## src/rtl/input_conditioner.sv

```systemverilog
// Per-bit two-flop synchroniser, consecutive-sample debouncer, edge pulses and sticky rise flags.
// A clean input step reaches level/pulse/flag outputs after DEBOUNCE_CYCLES+2 rising edges.
module input_conditioner #(
  parameter int WIDTH           = 9,
  parameter int DEBOUNCE_CYCLES = 65536
) (
  input  logic             clk,
  input  logic             reset,
  input  logic [WIDTH-1:0] pin_in,
  input  logic [WIDTH-1:0] evt_clr,
  output logic [WIDTH-1:0] level_out,
  output logic [WIDTH-1:0] rise_pulse,
  output logic [WIDTH-1:0] fall_pulse,
  output logic [WIDTH-1:0] evt_flags,
  output logic             evt_any
);

  localparam int            CW      = $clog2(DEBOUNCE_CYCLES);
  localparam logic [CW-1:0] CNT_MAX = CW'(DEBOUNCE_CYCLES - 1);

  logic [WIDTH-1:0] sync1_q;
  logic [WIDTH-1:0] sync2_q;
  logic [CW-1:0]    cnt_q [WIDTH];
  logic [CW-1:0]    cnt_d [WIDTH];
  logic [WIDTH-1:0] level_q, level_d;
  logic [WIDTH-1:0] rise_q, rise_d;
  logic [WIDTH-1:0] fall_q, fall_d;
  logic [WIDTH-1:0] flags_q, flags_d;
  logic             any_q, any_d;

  // Any sample agreeing with the debounced level restarts that bit's count.
  always_comb begin
    level_d = level_q;
    rise_d  = '0;
    fall_d  = '0;
    for (int i = 0; i < WIDTH; i++) begin
      cnt_d[i] = '0;
      if (sync2_q[i] != level_q[i]) begin
        if (cnt_q[i] == CNT_MAX) begin
          level_d[i] = sync2_q[i];
          rise_d[i]  = sync2_q[i];
          fall_d[i]  = ~sync2_q[i];
        end else begin
          cnt_d[i] = cnt_q[i] + 1'b1;
        end
      end
    end
    flags_d = (flags_q & ~evt_clr) | rise_d;
    any_d   = |flags_d;
  end

  always_ff @(posedge clk or negedge reset) begin
    if (!reset) begin
      sync1_q <= '0;
      sync2_q <= '0;
      level_q <= '0;
      rise_q  <= '0;
      fall_q  <= '0;
      flags_q <= '0;
      any_q   <= 1'b0;
      for (int i = 0; i < WIDTH; i++) begin
        cnt_q[i] <= '0;
      end
    end else begin
      sync1_q <= pin_in;
      sync2_q <= sync1_q;
      level_q <= level_d;
      rise_q  <= rise_d;
      fall_q  <= fall_d;
      flags_q <= flags_d;
      any_q   <= any_d;
      for (int i = 0; i < WIDTH; i++) begin
        cnt_q[i] <= cnt_d[i];
      end
    end
  end

  assign level_out  = level_q;
  assign rise_pulse = rise_q;
  assign fall_pulse = fall_q;
  assign evt_flags  = flags_q;
  assign evt_any    = any_q;

endmodule

```

## config.mk

```make
export PLATFORM = sky130hd
export DESIGN_NAME = input_conditioner
export DESIGN_NICKNAME = d
export VERILOG_FILES = /design/src/rtl/input_conditioner.sv
export SDC_FILE = /design/constraint.sdc
export NUM_CORES = 1
export LEC_CHECK = 0
export CAP_MARGIN = 20
export CORE_MARGIN = 2
export CORE_UTILIZATION = 63
export DETAILED_ROUTE_END_ITERATION = 12
export PLACE_DENSITY = 0.84
export REMOVE_ABC_BUFFERS = 1
export SLEW_MARGIN = 30
export SYNTH_ARGS = -nofsm -noshare
export SYNTH_HDL_FRONTEND = slang
export SYNTH_SLANG_ARGS = --single-unit
export TNS_END_PERCENT = 30
```

## constraint.sdc

```tcl
create_clock -name clk -period 3.35 [get_ports clk]
set_input_delay 0.8375 -clock clk [delete_from_list [all_inputs] [get_ports clk]]
set_output_delay 0.8375 -clock clk [all_outputs]
set_load 0.005 [all_outputs]
```

### After elaboration in Yosys (flattened, before gate mapping)

Index checks and enable logic that the tools add are counted.

| word-level totals | value |
|---|---|
| word-level logic and storage cells | 127 |
| input bits | 20 |
| bits in registers | 199 |

| operators by class | value |
|---|---|
| equal/unequal tests | 18 |
| bitwise gates (word level) | 12 |
| $add $sub $neg | 9 |
| reductions and logical operators | 10 |
| multiplexer cells | 54 |

Operators with widths:

| cell | number |
|---|---|
| 16-bit 2-to-1 mux | 18 |
| 16-bit by 1-bit adder with 16-bit output (second input constant) | 9 |
| 16-bit equality test (second input constant) | 9 |
| 1-bit 2-to-1 mux | 36 |
| 2-bit AND reduction | 9 |
| 9-bit bitwise AND | 1 |
| 1-bit inequality test | 9 |
| 1-bit inverter | 9 |
| 9-bit inverter | 1 |
| 9-bit OR | 1 |
| 9-bit OR reduction | 1 |

### Depth between registers and ports, before layout

Gate-level depths: netlist (run 1).

| logic depth | value |
|---|---|
| depth after elaboration | 5 |
| mapped depth | 7 |
| gate-level depth less buffers | 6 |

### Least setup slack after synthesis (run 1)

No wires, ideal clock.

| timing | value |
|---|---|
| path type | register to register |
| from | register cnt_q[48] in the netlist's numbering |
| to | register any_q, in the netlist evt_any |
| library setup time | 0.139 ns |
| stages on the path, launching flop included | 7 |
| arrival | 1.996 ns |
| data required time | 3.211 ns |
| period minus slack after synthesis | 2.134 ns |
| path slack | 1.216 ns |
| path buffers | 0 |
| cell sequence | dfrtp_1 > ha_1 > nand3_1 > nor3_1 > a41o_1 > or4_1 > or4b_1 |

| between the ends | value |
|---|---|
| longest elaborated chain between the ends | 5 |

RTL lines:

| what | RTL line | text |
|---|---|---|
| start, declared | 23 | `logic [CW-1:0] cnt_q [WIDTH];` |
| start signal, assigned by index | 73 | `cnt_q[i] <= cnt_d[i];` |
| 16-bit equality test | 39 | `if (cnt_q[i] == CNT_MAX) begin` |
| 1-bit 2-to-1 mux | 39 |  |
| 1-bit 2-to-1 mux | 38 | `if (sync2_q[i] != level_q[i]) begin` |
| 9-bit OR | 48 | `flags_d = (flags_q & ~evt_clr) \| rise_d;` |
| named net flags_d[5] | 28 | `logic [WIDTH-1:0] flags_q, flags_d;` |
| 9-bit OR reduction | 49 | `any_d = \|flags_d;` |
| named net any_d | 29 | `logic any_q, any_d;` |
| end signal, assigned | 71 | `any_q <= any_d;` |
| end, declared | 29 |  |

The timed path passes the listed nets, and every way through them passes these cells.
A chain may end at the register's enable or synchronous reset.

### Worst setup path in the final report (run 1)

| timing | value |
|---|---|
| from | register cnt_q[0] in the netlist's numbering |
| to | register any_q, in the netlist evt_any |

The elaborated chain is that of the path after synthesis.

==> impl.org, run 1 <==
** Clock tree
- The tree is rooted in a clkbuf_16.
- Clock latency on the worst-skew pair, taken at its later pin, is 0.43 ns.
- Sink count of the clock tree :: 199
- In this run, post-CTS hold repair placed 0 buffers.
- Clk pin slew, worst setup/hold paths :: 0.07 ns
- Setup Fix Bufs, Post-CTS :: 0
- Clock tree synthesis inserted a total of 17 buffers.
- The number of gates resized after CTS was 0.
- Clk buf depth :: 2
- Clock tree from TritonCTS :: built
- The H-tree generated during clock tree synthesis spans 4 levels.

** Setup path
- The worst setup path is launched from a flip-flop.
- Worst setup EP type :: flip-flop
- Type of the worst setup path :: reg -> reg
- Critical Path Start :: cnt_q[0]
- Setup slack on the worst reg-to-reg path comes out at 0.89 ns.
- For the worst setup path, the data arrival time is 2.76 ns.
- Required time of the critical path :: 3.65 ns
- Cell-by-cell listing of the critical path :: ha_1, nand4_1, or4_1, o22ai_1, a2111oi_0, buf_4, or4b_1
- The slowest stage of the critical path is the or4b_1 cell.
- Slowest Stage Delay on Critical Path :: 0.43 ns
- Max Fanout on Critical Path :: 6
- Reg2reg start :: cnt_q[0]

** Die
- Effective utilization at floorplan :: 64.41%
- From left edge to right edge, the die measures 120.4 um.
- Floorplan Core Area :: 0.01324 mm^2
- I/O pin cnt :: 57
- The initialized floorplan defines 42 standard-cell rows.
- The floorplan step defined a die boundary enclosing 0.01449 mm^2.
- In this run the vertical extent of the chip is 120.4 um.

** Timing
- For the pin with the worst max-slew slack, the measured transition is 0.5864 ns.
- Setup violations remaining at the end of the flow were counted as 0.
- Setup total negative slack on the finished layout was measured at 0 ns.
- The count of final hold-check violations is 0.
- Final worst-path cycle share :: 73.40%
- Setup repair after global routing left no endpoint under its margin.
- Fin Clk Skew :: 0.01145 ns
- Final worst path period need :: 2.459 ns
- The number of pins with negative max-slew slack in the final report came to 0.
- In this run the tightest slew margin relative to its limit is 60.54%.
- Static timing analysis puts the maximum clock frequency at 406.7 MHz.
- Setup ws final :: 0.8910 ns

** Routing
- The pre-antenna-repair detailed-routing pass consisted of 4 iterations.
- DRC violation count after routing :: 0
- Once detail routing completed, the nets flagged for antenna violations numbered 0.
- After detailed routing, the average wire length per cell comes to 14.76 um.
- For this block, the initial DRC count from the detailed router was 356.
- Final routed wirelength across all metal layers :: 15,550 um
- Drt via density :: 5.460
- Across all layers, the routed design uses 5,755 vias.

** Power
- Lkg Pwr :: 4.334 nW
- Worst ir drop on vdd :: 0.0003913 V
- For this design the ratio of total power to cell area is 467.7 mW/mm^2.

** Synth
- Counting flops and latches in the post-synthesis netlist gives 199.
- Post-synthesis xor/xnor area fraction :: 13.55%
- Sequential fraction of the synthesis area :: 58.38%
- During synthesis, Yosys emitted a total of 0 warnings.
- In this run, distinct cell masters in the synthesized netlist total 39.
- In this run the mean area of a mapped cell was 10.69 um^2.
- Synth async-reset ratio :: 100.0%
- Summing the areas of all compound-gate instances in the mapped netlist gives 1.232% of the synthesized area.
- Post-Synthesis Cell Area :: 0.008529 mm^2
- Summing the areas of all fa, ha and maj instances in the mapped netlist gives 1.320% of the synthesized area.
- Of the total synthesized cell area, the portion taken by AND, OR, NAND and NOR gates is 22.69%.
- Synthesis produced a netlist whose cell count is 798.
- Most used flip-flop cell after synthesis :: dfrtp_1
- Multiplexer area fraction after synthesis :: 1.188%
- Number of enable flip-flop cells after synthesis :: 0
- After synthesis, the largest family of logic cells by area is simple AND/OR/NAND/NOR gates.

** Cells and area
- Fill cells in the final layout number 901.
- Commonest non-fill, non-tap cell in the layout :: dfrtp_1
- Area growth from synthesis to final layout :: 16.18%
- At the end of the flow, the number of nets in the layout was 894.
- Footprint of the flip-flops and latches :: 0.004980 mm^2
- Most used cells in the layout excluding fill and tap cells :: dfrtp_1, nor2_1, xor2_1, xnor2_1, nand3_1
- The repair_antennas step left the layout with diodes totalling 0.
- Area taken by multi-input logic gates :: 0.003411 mm^2
- Of the cells placed in the final design, the portion with a size suffix greater than 1 is 5.923%.

** GRT
- The number of antenna violations at the first check in global routing is 0.
- Via count of the first global-routing pass :: 5,922
- Largest net degree at the start of global routing :: 72
- The first global-routing pass estimated 26,770 um of wire.
- The total overflow left after global routing is 0.
- Tot GR Track Use :: 23.28%

** Hold path
- In this run the most critical hold path is launched from sync1_q[2].
- Hold Path Class :: reg -> reg

** Placement
- The congestion estimate from routability-driven global placement came to 0.7846.
- The count of buffers added on input and output ports is 56.
- Detail Placement HPWL :: 10,770 um
- At the placement stage, the worst setup path has a slack of 0.6850 ns.

** Job
- Max-cap violations in this run came to 0.

** Run status
- Result of the run :: finished, final reports clean
-- Yosys cell counts, types with 2 or more instances --
library cell | instances | area, um^2
dfrtp_1 | 199 | 4980
nor2_1 | 171 | 641.9
xnor2_1 | 66 | 578.1
xor2_1 | 66 | 578.1
nand3_1 | 56 | 280.3
nand2_1 | 44 | 165.2
nand4_1 | 33 | 206.5
inv_1 | 25 | 93.84
and3_1 | 19 | 118.9
nor3_1 | 17 | 85.08
clkbuf_1 | 12 | 45.04
nor3b_1 | 10 | 75.07
and4_1 | 9 | 78.83
ha_1 | 9 | 112.6
mux2_2 | 7 | 78.83
nand2b_1 | 7 | 43.79
nor4_1 | 7 | 43.79
o22ai_1 | 5 | 31.28
or4_1 | 5 | 37.54
or2_2 | 4 | 25.02
a21oi_1 | 3 | 15.01
nor2b_1 | 3 | 18.77
a21o_1 | 2 | 15.01
and3b_1 | 2 | 17.52
mux2_1 | 2 | 22.52
nand4bb_1 | 2 | 22.52
-- path summary, 6_finish.rpt --
| path | end | cells after the start |
|---|---|---|
| min in group asynchronous | cnt_q[70] | 1 |
| setup / recovery | evt_any | 7 |
| hold / removal | sync2_q[2] | 0 |
| hold reg to reg | sync2_q[2] | 0 |
| max in group asynchronous | cnt_q[1] | 2 |
| setup reg to reg | evt_any | 7 |
-- layout make-up --
type,instances,area share [%]
timing repair buffer,60,6.250
clock buffer,17,4.293
tap,176,2.222
inverter,25,0.9470
clock inverter,15,1.616
multi-input combinational,562,34.42
sequential,199,50.25
-- registers in the layout (all words and copies together) (netlist names) --
register	flops
evt_flags	9
rise_pulse	9
level_out	9
fall_pulse	9
cnt_q	144
sync1_q	9
evt_any	1
sync2_q	9
-- worst max-delay path, delay by kind of cell, from the launching register on --
| family | cells | cell delay (ns) |
|---|---|---|
| fa+ha+maj | 1 | 0.25 |
| buf+inv | 1 | 0.21 |
| simple gates | 3 | 0.89 |
| compound gates | 2 | 0.56 |
| flops | 1 | 0.42 |
-- per-layer routing --
metal  wire length (um)  track usage, %  vias up
met5                  0               0        -
met4                191           8.067        0
met3                538           6.179       13
met2               8033           38.96       80
met1               6791           29.63     2864
li1                   -               -     2798
-- kinds of logic after synthesis --
logic type | count (synthesis)
fa+ha+maj | 9
flops | 199
xor+xnor | 132
mux | 9
compound gates | 14
simple gates | 398
buf+inv | 37
-- power by group --
part | total, mW | internal [mW] | switching [mW]
logic | 0.157 | 0.0569 | 0.100
clock network | 2.00 | 1.06 | 0.942
registers | 2.48 | 2.44 | 0.0374
-- per-stage QoR --
| stage | cell area, um^2 | utilization [%] | instances | total power, mW | hold WS [ns] |
|---|---|---|---|---|---|
| 5_1_grt | 9910 | 74.83 | 1054 | 4.816 | 0.3540 |
| 2_1_floorplan | 8484 | - | 786 | 2.578 | 0.3312 |
| 6_report | 9910 | 74.83 | 1054 | 4.635 | 0.3509 |
| 3_5_place_dp | 9324 | 70.41 | 1022 | 2.683 | 0.3363 |
| 4_1_cts | 9910 | 74.83 | 1054 | 4.679 | 0.3512 |
| 3_3_place_gp | 9324 | 70.41 | 1022 | 2.670 | 0.3316 |
No activity file was read; power rests on OpenSTA's default activity.
==> run 2: changes to the inputs <==
CORE_UTILIZATION = 53   (was 63)
PLACE_DENSITY = 0.76   (was 0.84)
clock period = 2.1 ns   (was 3.35 ns; I/O delays follow)
==> run 2 against run 1 <==
Via count up 2.4%; largest power group unchanged; register-to-register slack lost 0.89 ns; routed wire length grew 0.51%.
==> impl.org, run 2 (synthesis results as in run 1) <==
** Run status
- Result of the run :: finished, final reports clean

** GRT
- The number of global-route vias before repair was 5,855.
- Tot GR Track Use :: 19.74%
- Entering global routing, the biggest net connects 57 pins.
- The number of antenna violations at the first check in global routing is 0.
- Wire length of the first global-routing pass :: 26,520 um
- Summed over all layers, the global routing overflow is 0.

** Timing
- Unrepaired setup endpoints after global routing :: true
- The count of final hold-check violations is 0.
- Between clock sinks in the finished design, the worst skew comes to 0.01068 ns.
- For the final routed database, the setup TNS stands at 0 ns.
- The number of pins with negative max-slew slack in the final report came to 0.
- The routed design could run at a clock period as short as 2.095 ns.
- Peak Freq :: 477.2 MHz
- Slew HR :: 63.73%
- After layout, the worst path uses 99.78% of the clock period.
- Transition time of the tightest slew-check pin :: 0.5391 ns
- Setup violations remaining at the end of the flow were counted as 0.

** Routing
- Wires add up to 15,630 um.
- In the detailed route, the total length drawn on met3 is 350 um.
- Length of routed wiring on met1 :: 7175 um
- In the final routed layout, each cell accounts on average for 13.65 um.
- Total met2 wirelength after detailed routing :: 7904 um
- DRC violation count after routing :: 0
- Before antenna repair, the detailed router went through 4 iterations.
- Routed Antenna Nets :: 0
- Initial DRC Count :: 303
- Total via count in the routed design :: 5,892
- Using the TritonRoute via totals, the vias-per-cell ratio works out to 5.146.
- The detailed router used layers up to and including met4.

** Power
- Lkg Pwr :: 4.623 nW
- Worst ir drop on vdd :: 0.0005781 V
- Total power density per cell area :: 728.5 mW/mm^2

** Cells and area
- Number of flip-flops under the largest register name :: 144
- The library cell used most frequently in the layout, excluding fill and tap cells, is dfrtp_1.
- From synthesis to final layout, the design area changed by 22.74%.
- Excluding fillers, the count of instances in the completed layout stands at 1,145.
- Summed area of non-filler cells in the final layout :: 0.01047 mm^2
- In the layout the commonest cells are dfrtp_1, nor2_1, xor2_1, xnor2_1, clkdlybuf4s50_1.
- Share of post-route cells with drive strength above 1 :: 12.49%
- The net count of the finished layout is 945.
- Diodes inserted :: 0
- Counting flops per register, the top entry is cnt_q.

** Clock tree
- The clock passes through at most 2 buffers.
- Clock root buffer master :: clkbuf_16
- Clk pin slew, worst setup/hold paths :: 0.07 ns
- Total number of H-tree levels :: 4
- Source-to-sink clock delay at the later pin of the worst-skew pair :: 0.43 ns
- TritonCTS Buffers :: 17
- TritonCTS built the clock tree.
- Sink count of the clock tree :: 199

** Placement
- Post-DP Area :: 0.009729 mm^2
- After detailed placement, the design holds a cell count of 1,106.
- Number of input and output port buffers inserted :: 56
- Routability-driven placement finished with a final weighted congestion of 0.7866.
- Once detailed placement completed, the half-perimeter wirelength came to 10,560 um.

** Setup path
- The worst setup path is captured at a flip-flop.
- At the worst endpoint, the required time is 2.40 ns.
- Worst reg2reg path depth :: 6
- Type of the worst setup path :: reg -> reg
- STA classifies the critical path startpoint as a flip-flop.
- Data arrives at the worst endpoint at 2.39 ns.
- In this run the worst path has a maximum fanout of 2.

** Die
- I/O pin cnt :: 57
- Overall die area :: 0.01712 mm^2
- Effective utilization at floorplan :: 53.89%
- After floorplanning, the core was sized to cover 0.01583 mm^2.
- Chip width :: 130.9 um
- The floorplan has 46 rows.
- Floorplan die height :: 130.9 um

** Hold path
- Hold Path Class :: in -> async

** Job
- The tool flagged a number of max-cap violations equal to 0.
run 2: worst max-delay path, stage by stage, from the launching register on:
cell and delay, ns:
dfrtp_1 0.38, ha_2 0.20, nand3_2 0.09, nor3_2 0.05, a41o_1 0.26, or4_1 0.46, or4b_1 0.51
run 2: area by class of cell:
type	instances	area [um^2]
Clock buffer	19	442.9
Clock inverter	13	170.2
Fill cell	1191	5359
Inverter	25	93.84
Multi-Input combinational cell	562	3485
Sequential cell	199	4980
Tap cell	216	270.3
Timing Repair Buffer	111	1027
run 2: timing repair:
action	in CTS	in global routing
setup buffers	1	6
pin swaps	1	7
resized for setup	1	15
endpoints found under the setup margin	1	1
hold buffers	0	0
run 2: final timing paths:
kind,startpoint,end,slack [ns]
worst min-delay path,reset,sync1_q[4],0.05
min in group clk,sync1_q[1],sync2_q[1],0.35
worst min register to register,sync1_q[1],sync2_q[1],0.35
worst max-delay path,cnt_q[49],evt_any,0.005
max in group asynchronous,reset,cnt_q[56],1.39
worst max register to register,cnt_q[49],evt_any,0.005
run 2: through the flow:
stage	hold slack [ns]	power (mW)	setup slack, ns	utilization, %
after floorplan	0.2294	4.112	-0.03410	-
after global placement	0.3327	4.312	-0.2531	61.47
after detailed placement	0.3394	4.324	-0.2788	61.47
after CTS	0.05679	7.685	-0.01721	65.40
after global routing	0.07066	7.912	-0.05197	66.14
final	0.04974	7.626	0.004634	66.14
run 2: routing by layer:
| layer | track usage [%] | vias to the layer above |
|---|---|---|
| met2 | 33.36 | 61 |
| met1 | 25.55 | 2914 |
| li1 | - | 2904 |
| met5 | 0 | - |
| met4 | 7.259 | 0 |
| met3 | 3.827 | 13 |
run 2: report_power, final:
group	leakage [nW]	switching [mW]	internal, mW
logic	1.62	0.178	0.138
clock network	0.291	1.45	1.92
registers	2.72	0.0513	3.89
==> run 3: changes to the inputs <==
PLACE_DENSITY = unset   (was 0.76)
PLACE_DENSITY_LB_ADDON = 0.05   (was unset)
==> run 3 against run 2 <==
The flow now finishes with violations (setup timing); die area did not move; worst setup slack got worse by 0.0061 ns; via count fell by 0.34%; final cell count fell by 0.61%; sequential cell count did not move; sequential share of layout area barely moved; routed wire length fell by 0.42%; final area barely moved; clock power rose by 12%; maximum frequency fell by 0.29%; utilization barely moved; sequential power barely moved; largest cell class unchanged; largest power group unchanged.
==> impl.org, run 3 (synthesis results as in run 1) <==
** Run status
- The run finished, with violations left.
- Failing checks :: setup timing

** Routing
- Total via count in the routed design :: 5,872
- Post-DR wirelength/cell :: 13.68 um
- Dividing the detail-routed via count by the number of cells gives 5.160.
- DRC violation count after routing :: 0
- The routed design has 15,570 um of wire.
- Initial DRC Count :: 282
- The pre-antenna-repair detailed-routing pass consisted of 4 iterations.
- Routed Antenna Nets :: 0

** Cells and area
- After routing the design area is 0.01048 mm^2.
- Leaving out fill and tap cells, the most frequent cells in the layout are dfrtp_1, nor2_1, xor2_1, xnor2_1.
- Number of cells in the finished layout apart from fillers :: 1,138
- After the last flow step, the layout net total stands at 938.
- The repair_antennas step left the layout with diodes totalling 0.
- Number of flip-flops under the largest register name :: 144
- Final core utilization :: 66.19%
- Fill cells :: 1,224
- From synthesis to final layout, the design area changed by 22.83%.
- The register with the most flip-flops in the final layout is cnt_q.
- Leaving out fill and tap cells, the most frequent cell in the layout is dfrtp_1.
- Of the cells placed in the final design, the portion with a size suffix greater than 1 is 11.17%.

** Setup path
- In this run the worst path has a maximum fanout of 3.
- Slack of the worst reg-to-reg path :: -0.001 ns
- Worst setup EP type :: flip-flop
- Capturing point of the worst reg2reg path :: evt_any
- The critical path is of the reg -> reg type.
- Arrival time worst endpoint :: 2.40 ns
- In this run the critical register-to-register path is launched from cnt_q[59].
- The worst setup path is launched from a flip-flop.
- The number of cells on the worst reg-to-reg path is 5.
- Required time of the critical path :: 2.40 ns

** Power
- Overall power :: 8.009 mW
- Worst ir drop on vdd :: 0.0006054 V
- Dividing total power by cell area gives a power density of 764.4 mW/mm^2.
- Summed over all cells, the static leakage comes to 4.619 nW.

** Die
- Effective utilization at floorplan :: 53.89%
- Overall die area :: 0.01712 mm^2
- Floorplan Core Area :: 0.01583 mm^2
- During I/O placement, the number of pins put on the boundary was 57.
- In this run the core area contains 46 standard-cell rows.
- Chip width :: 130.9 um
- From bottom edge to top edge, the die measures 130.9 um.

** Timing
- Fin Clk Skew :: 0.006791 ns
- The count of final hold-check violations is 0.
- Final worst-path cycle share :: 100.1%
- Transition time of the tightest slew-check pin :: 0.5822 ns
- For this run, the top clock speed supported by timing is 475.9 MHz.
- In this run the tightest slew margin relative to its limit is 60.89%.
- Count of endpoints failing setup in the final report :: 1
- Setup ws final :: -0.001463 ns
- The number of pins with negative max-slew slack in the final report was 0.
- Setup repair after global routing could not meet its margin everywhere.
- Counting I/O delays and the setup requirement, the final critical path takes 2.101 ns.

** Placement
- Setup slack after placement :: -0.2683 ns
- Number of input and output port buffers inserted :: 56
- Detail Placement HPWL :: 10,760 um
- Routability-driven placement finished with a final weighted congestion of 0.7992.
- After detailed placement, the total cell area comes to 0.009727 mm^2.
- Count of placed standard cells including taps :: 1,104

** GRT
- Met3 track utilization from global routing :: 4.601%
- The number of global-route vias before repair was 5,899.
- GRT busiest layer :: met2
- For this run the aggregate overflow at the end of global routing stands at 0.
- Global-route met1 utilization :: 27.03%
- Initial antenna violation count :: 0
- Global routing used 32.32% of the available met2 tracks.
- Largest net degree at the start of global routing :: 66
- Tot GR Track Use :: 19.86%
- Wire length of the first global-routing pass :: 27,010 um

** Clock tree
- Source-to-sink clock delay at the later pin of the worst-skew pair :: 0.42 ns
- Clock-pin slew was measured on the worst setup and hold paths at 0.07 ns.
- Sink count of the clock tree :: 199
- TritonCTS built the clock tree.
- In this run the deepest clock path goes through 2 buffers.
- Clock root buffer master :: clkbuf_16
- The number of clock buffers added by TritonCTS is 17.
- Total number of H-tree levels :: 4

** Hold path
- Hold endpoint :: sync2_q[0]
- Hold-critical path depth :: 0
- The min-delay analysis places its worst path in the category reg -> reg.
- Min-delay src :: sync1_q[0]

** Job
- Max Cap Viol :: 0
==> run 3: cell count changes in the layout (fill, tap and decap cells not counted), sizes merged, moves of 2 or more <==
| cell | change |
|---|---|
| clkinvlp | -2 |
| inv | -2 |
| buf | -8 |
| bufinv | +3 |
| clkbuf | +2 |
==> run 3: cell type report <==
class | count | area (um^2) | area share (%)
inverters | 25 | 93.84 | 0.8957
flip-flops and latches | 199 | 4980 | 47.53
well taps | 216 | 270.3 | 2.580
multi-input cells | 562 | 3447 | 32.90
clock inverters | 11 | 215.2 | 2.054
clock buffers | 21 | 480.5 | 4.586
repair buffers | 104 | 989.7 | 9.447
==> run 3: worst max-delay path by stage <==
stage,cells past startpoint,start,slack (ns),to
after floorplan,6,cnt_q[48],-0.03,evt_any
after global placement,5,evt_clr[5],-0.25,evt_any
after detailed placement,5,evt_clr[5],-0.27,evt_any
after CTS,6,cnt_q[48],0.007,evt_any
after global routing,5,cnt_q[59],-0.06,evt_any
final,5,cnt_q[59],-0.001,evt_any
==> run 3: metrics by stage <==
stage          hold WS [ns]  setup TNS [ns]
2_1_floorplan        0.2294        -0.03410
6_report             0.3525       -0.001463
4_1_cts              0.3548               0
3_5_place_dp         0.3394         -0.2683
3_3_place_gp         0.3342         -0.2485
5_1_grt              0.3674        -0.05611
==> run 3: repair_timing <==
item / 4_1_cts / 5_1_grt
setup endpoints to repair: 1 / 11
gates resized for setup: 3 / 7
endpoints found under the hold margin: 25 / 0
hold buffers: 1 / 0
pin swaps: 1 / 3
setup buffers: 0 / 1
==> run 3: critical path, cell delays in order, from the launching register on <==
cell	delay [ns]
dfrtp_1	0.38
and4_4	0.19
and3_4	0.18
a41o_1	0.26
or4_1	0.50
or4b_1	0.47
==> run 3: per-layer routing <==
metal  routed length, um  vias up  share of wire, %
li1                    -     2896                 -
met1                7334     2891                47
met2                7594       73                49
met3                 482       12               3.1
met4                 157        0               1.0
met5                   0        -                 0
==> run 3: where the power goes <==
| group | internal (mW) | leakage [nW] | switching [mW] |
|---|---|---|---|
| combinational | 0.127 | 1.56 | 0.176 |
| clock | 2.37 | 0.340 | 1.40 |
| sequential | 3.89 | 2.72 | 0.0518 |
| total | 6.38 | 4.62 | 1.62 |
